$ cat src/rtl/mux_seq_pkg.sv
// Shared types and select encodings for the alpha/beta/gamma mux sequencer.
package mux_seq_pkg;

  typedef enum logic {IDLE = 1'b0, GRANT = 1'b1} state_t;

  localparam logic [1:0] SEL_ALPHA = 2'b00;
  localparam logic [1:0] SEL_BETA  = 2'b01;
  localparam logic [1:0] SEL_GAMMA = 2'b10;
  localparam logic [1:0] SEL_NONE  = 2'b11;

  function automatic logic [2:0] onehot3(input logic [1:0] idx);
    return 3'b001 << idx;
  endfunction

endpackage

$ cat src/rtl/rr_pick3.sv
// Combinational round-robin pick among three requesters.
// Search order is last+1, last+2, last (mod 3).
module rr_pick3
  import mux_seq_pkg::*;
(
  input  logic [2:0] req,
  input  logic [1:0] last,
  output logic       valid,
  output logic [1:0] idx
);

  logic [1:0] w_cand;

  // Walk the order backwards so the highest-priority hit is written last.
  always_comb begin
    valid  = 1'b0;
    idx    = SEL_NONE;
    w_cand = SEL_ALPHA;
    for (int k = 3; k >= 1; k--) begin
      w_cand = 2'((int'(last) + k) % 3);
      if (req[w_cand]) begin
        valid = 1'b1;
        idx   = w_cand;
      end
    end
  end

endmodule

$ cat src/rtl/mux_sel_sequencer.sv
// Round-robin arbiter driving the mux sel/cs pair; grants last at most
// BURST_LEN acked beats and are separated by at least one idle cycle.
module mux_sel_sequencer
  import mux_seq_pkg::*;
#(
  parameter int BURST_LEN = 4,
  parameter int CNT_W     = $clog2(BURST_LEN + 1)
) (
  input  logic             clk,
  input  logic             nReset,
  input  logic [2:0]       req,
  input  logic             ack,
  output logic [1:0]       sel,
  output logic             cs,
  output logic [2:0]       grant,
  output logic [CNT_W-1:0] beat_cnt,
  output logic             busy
);

  state_t           r_state, w_nxt_state;
  logic [1:0]       r_sel, w_nxt_sel;
  logic [2:0]       r_grant, w_nxt_grant;
  logic [CNT_W-1:0] r_cnt, w_nxt_cnt;
  logic [1:0]       r_last, w_nxt_last;

  logic             w_pick_vld;
  logic [1:0]       w_pick_idx;
  logic             w_req_granted;
  logic             w_final_beat;

  rr_pick3 u_pick (
    .req   (req),
    .last  (r_last),
    .valid (w_pick_vld),
    .idx   (w_pick_idx)
  );

  assign w_req_granted = |(req & r_grant);
  assign w_final_beat  = ack && (r_cnt == CNT_W'(BURST_LEN - 1));

  always_comb begin
    w_nxt_state = r_state;
    w_nxt_sel   = r_sel;
    w_nxt_grant = r_grant;
    w_nxt_cnt   = r_cnt;
    w_nxt_last  = r_last;
    case (r_state)
      IDLE: begin
        if (w_pick_vld) begin
          w_nxt_state = GRANT;
          w_nxt_sel   = w_pick_idx;
          w_nxt_grant = onehot3(w_pick_idx);
          w_nxt_cnt   = '0;
          w_nxt_last  = w_pick_idx;
        end
      end
      GRANT: begin
        // A beat acked on the same edge the request drops still ends the grant.
        if (!w_req_granted || w_final_beat) begin
          w_nxt_state = IDLE;
          w_nxt_sel   = SEL_NONE;
          w_nxt_grant = 3'b000;
          w_nxt_cnt   = '0;
        end else if (ack) begin
          w_nxt_cnt = r_cnt + CNT_W'(1);
        end
      end
      default: begin
        w_nxt_state = IDLE;
        w_nxt_sel   = SEL_NONE;
        w_nxt_grant = 3'b000;
        w_nxt_cnt   = '0;
      end
    endcase
  end

  always_ff @(posedge clk or negedge nReset) begin
    if (!nReset) begin
      r_state <= IDLE;
      r_sel   <= SEL_NONE;
      r_grant <= 3'b000;
      r_cnt   <= '0;
      r_last  <= SEL_GAMMA;
    end else begin
      r_state <= w_nxt_state;
      r_sel   <= w_nxt_sel;
      r_grant <= w_nxt_grant;
      r_cnt   <= w_nxt_cnt;
      r_last  <= w_nxt_last;
    end
  end

  assign sel      = r_sel;
  assign cs       = (r_state == GRANT);
  assign busy     = (r_state == GRANT);
  assign grant    = r_grant;
  assign beat_cnt = r_cnt;

endmodule

$ cat config.mk
export PLATFORM = sky130hd
export DESIGN_NAME = mux_sel_sequencer
export DESIGN_NICKNAME = d
export VERILOG_FILES = /design/src/rtl/mux_seq_pkg.sv /design/src/rtl/rr_pick3.sv /design/src/rtl/mux_sel_sequencer.sv
export SDC_FILE = /design/constraint.sdc
export NUM_CORES = 1
export LEC_CHECK = 0
export ABC_CLOCK_PERIOD_IN_PS = 2140
export BUFFER_PORTS_ARGS = -buffer_cell sky130_fd_sc_hd__buf_2
export CORE_MARGIN = 2
export CORE_UTILIZATION = 35
export DETAILED_ROUTE_END_ITERATION = 16
export REMOVE_ABC_BUFFERS = 1
export SLEW_MARGIN = 20
export SYNTH_ARGS = -nofsm -noshare
export SYNTH_HDL_FRONTEND = slang
export SYNTH_SLANG_ARGS = --single-unit
$ cat constraint.sdc
create_clock -name clk -period 2.14 [get_ports clk]
set_input_delay 0.107 -clock clk [delete_from_list [all_inputs] [get_ports clk]]
set_output_delay 0.107 -clock clk [all_outputs]
set_load 0.02 [all_outputs]
==> results.py <==
metrics = {
    "setup_path": {
        "cp.required_ps": 2290,
        "critPathMaxStageDelay_ps": 560,
        "cp_data_arrival_time_ps": 2220,
        "reg2reg_depth": 6,
        "end_kind": "register",
        "crit_fanout": 10,
        "cp-start-kind": "register",
        "rr_startpoint": "r_last[1]$_DFFE_PN1P_",
        "crit_chain": "inv_1, ha_1, a21boi_1, a2111oi_4, a32o_2, a22o_1",
        "worst_r2r_endpoint": "grant[1]$_DFFE_PN0P_",
        "slowest_stage": "dfstp_2",
        "r2r_slack_ps": 80,
        "crit_type": "reg2reg",
    },
    "timing": {
        "finalHoldViolCount": 0,
        "fmax_mhz": 484,
        "finalSetupViolCount": 0,
        "fin_setup_tns_ps": 0,
        "drv_slew": 0,
        "post-route-min-period_ps": 2060,
        "layout_setup_ws_ps": 75.3,
        "clock_skew_ps": 0.340,
        "rsz0062_at_grt": "no",
        "slew_headroom_pct": 73.7,
        "fin_crit_sh_pct": 96.5,
        "worst_pin_slew_ps": 393,
    },
    "global_route": {
        "track_usage_pct": 14.6,
        "grt_pass1_vias": 640,
        "grt_antenna_before_repair": 0,
        "grt_max_degree": 12,
        "grt-ovfl-total": 0,
        "grt_pass1_wl_um": 2900,
    },
    "synth": {
        "netlist_instances": 73,
        "yosys-top-cells-count": "11 x inv_1, 8 x dfrtp_1, 5 x ha_1, 5 x mux2i_1",
        "synth_top_area_share_pct": 26.2,
        "ys_warn_count": 0,
        "synth_seq_area_share_pct": 36.6,
        "synth_area_leaders": "dfrtp_1 26%, dfstp_2 10%, ha_1 8.2%, mux2i_1 6.6%, inv_1 5.4%",
        "yosysUniqueCellTypes": 34,
        "synthArstFlopShare_pct": 100,
        "synth_area_um2": 763,
        "avgSynthCellArea_um2": 10.5,
        "yosys.cell_count.top_type": "inv_1",
        "ys_seq_elements": 11,
        "ys.flop_type": "dfrtp_1",
        "synth_enable_flop_cells": 0,
        "synth_top_area_cell": "dfrtp_1",
    },
    "clocking": {
        "cts_tree": "built",
        "cts_root_buf": "clkbuf_4",
        "clock-sinks": 11,
        "cts_max_level": 1,
        "clk_pin_slew_worst_paths_ps": 70,
        "cts_setup_buffers": 0,
        "cts_buffers": 3,
        "worstSkewPairLatency_ps": 260,
        "clock_path_buffers": 2,
    },
    "power": {
        "report.power.total_mw": 1.52,
        "power.density_nw_per_um2": 1700,
        "p_leak_nw": 0.440,
        "ir_drop_v": 0.000833,
    },
    "floorplanning": {
        "ios": 16,
        "die_h_um": 50.7,
        "start_util_pct": 38.1,
        "die_w_um": 50.7,
        "floorplan.core_area_um2": 2000,
        "dieArea_um2": 2570,
        "rows": 16,
    },
    "detailed_routing": {
        "drtIter0Drc": 25,
        "avgViaCountPerCell": 5.37,
        "dr.pass1.iters": 6,
        "drc": 0,
        "wl_per_cell_um": 13.6,
        "num_vias": 634,
        "wl_um": 1610,
        "final_antenna_net_count": 0,
    },
    "cells_and_area": {
        "drive_above_1_share_pct": 31.9,
        "diodes": 0,
        "nets": 103,
        "area_delta_synth_final_pct": 17.2,
        "fin_cells": 118,
    },
    "place": {
        "dpl.hpwl_um": 1260,
        "gp_routability_congestion": 0.851,
        "portBuffers": 15,
        "dp.cells": 113,
        "pre_cts_ws_ps": 94.0,
    },
    "min_path": {
        "min_path_type": "in2reg",
        "min_path_cells": 3,
        "hold_start": "ack",
        "whs_endpoint": "busy$_DFF_PN0_",
    },
    "run": {
        "drv_cap": 0,
    },
    "run_status": {
        "status": "complete, no violations",
    },
}
## logic make-up after synthesis
group	count (synthesis)	synth area share, %
and+or+nand+nor	13	11.0
muxes	5	6.56
adders and majority gates	5	8.20
DFF	11	36.6
AOI/OAI and AO/OA	26	29.8
buffers and inverters	13	7.87
## report_power, final
group	total (mW)	leakage [nW]	switching (mW)	internal (mW)
sequential	0.388	0.136	0.0750	0.313
clock	0.137	0.0150	0.0653	0.0719
combinational	0.999	0.289	0.561	0.438
total	1.52	0.440	0.702	0.822
## worst max-delay path, delay by kind of cell, from the launching register on
family	cells	cell delay [ps]
flops	1	560
fa+ha+maj	1	280
buf+inv	1	40
compound gates	4	1080
## repair_timing
item,CTS,global route
resized for setup,0,2
setup endpoints to repair,0,4
endpoints found under the hold margin,11,0
hold buffers,1,0
## sequential cells by signal (all words and copies together), names as in the netlist
name	flops
sel	2
r_last	2
grant	3
busy	1
beat_cnt	3
## cell usage in the layout, fill, tap and decap left out, drive strengths merged, types with 3 or more instances in the layout
cell,n
buf,15
dfstp,3
mux2i,5
ha,5
dfrtp,8
clkbuf,4
o22ai,3
inv,11
## worst max path at each step
stage | from | endpoint | slack (ps) | depth (start not counted)
final | r_last[1]$_DFFE_PN1P_ | grant[1]$_DFFE_PN0P_ | 80 | 6
after global routing | r_last[1]$_DFFE_PN1P_ | r_last[0]$_DFFE_PN0P_ | 2 | 6
after CTS | r_last[1]$_DFFE_PN1P_ | r_last[0]$_DFFE_PN0P_ | 90 | 6
after detailed placement | r_last[1]$_DFFE_PN1P_ | r_last[0]$_DFFE_PN0P_ | 90 | 6
after global placement | r_last[1]$_DFFE_PN1P_ | r_last[0]$_DFFE_PN0P_ | 110 | 6
after floorplan | r_last[1]$_DFFE_PN1P_ | grant[1]$_DFFE_PN0P_ | 280 | 6
## routing by layer
metal,GRT usage (%),share of wire (%)
met1,19.0,48
met2,24.8,45
met3,1.49,5.6
met4,5.41,0.87
met5,0,0
## metrics by stage
| step | utilization (%) | area (µm²) | hold WS [ps] |
|---|---|---|---|
| detailed placement | 42.6 | 853 | -11.9 |
| floorplan | - | 744 | -189 |
| global route | 44.7 | 895 | 197 |
| finish | 44.7 | 895 | 168 |
| CTS | 44.4 | 890 | 165 |
| global placement | 42.6 | 853 | -11.3 |
## layout make-up
class,count,area (µm²)
flip-flops and latches,11,279
inverters,11,41.3
repair buffers,16,85.1
clock buffers,4,26.3
multi-input cells,49,429
fillers,210,1110
well taps,27,33.8
Power figures use the tool's default switching activity.
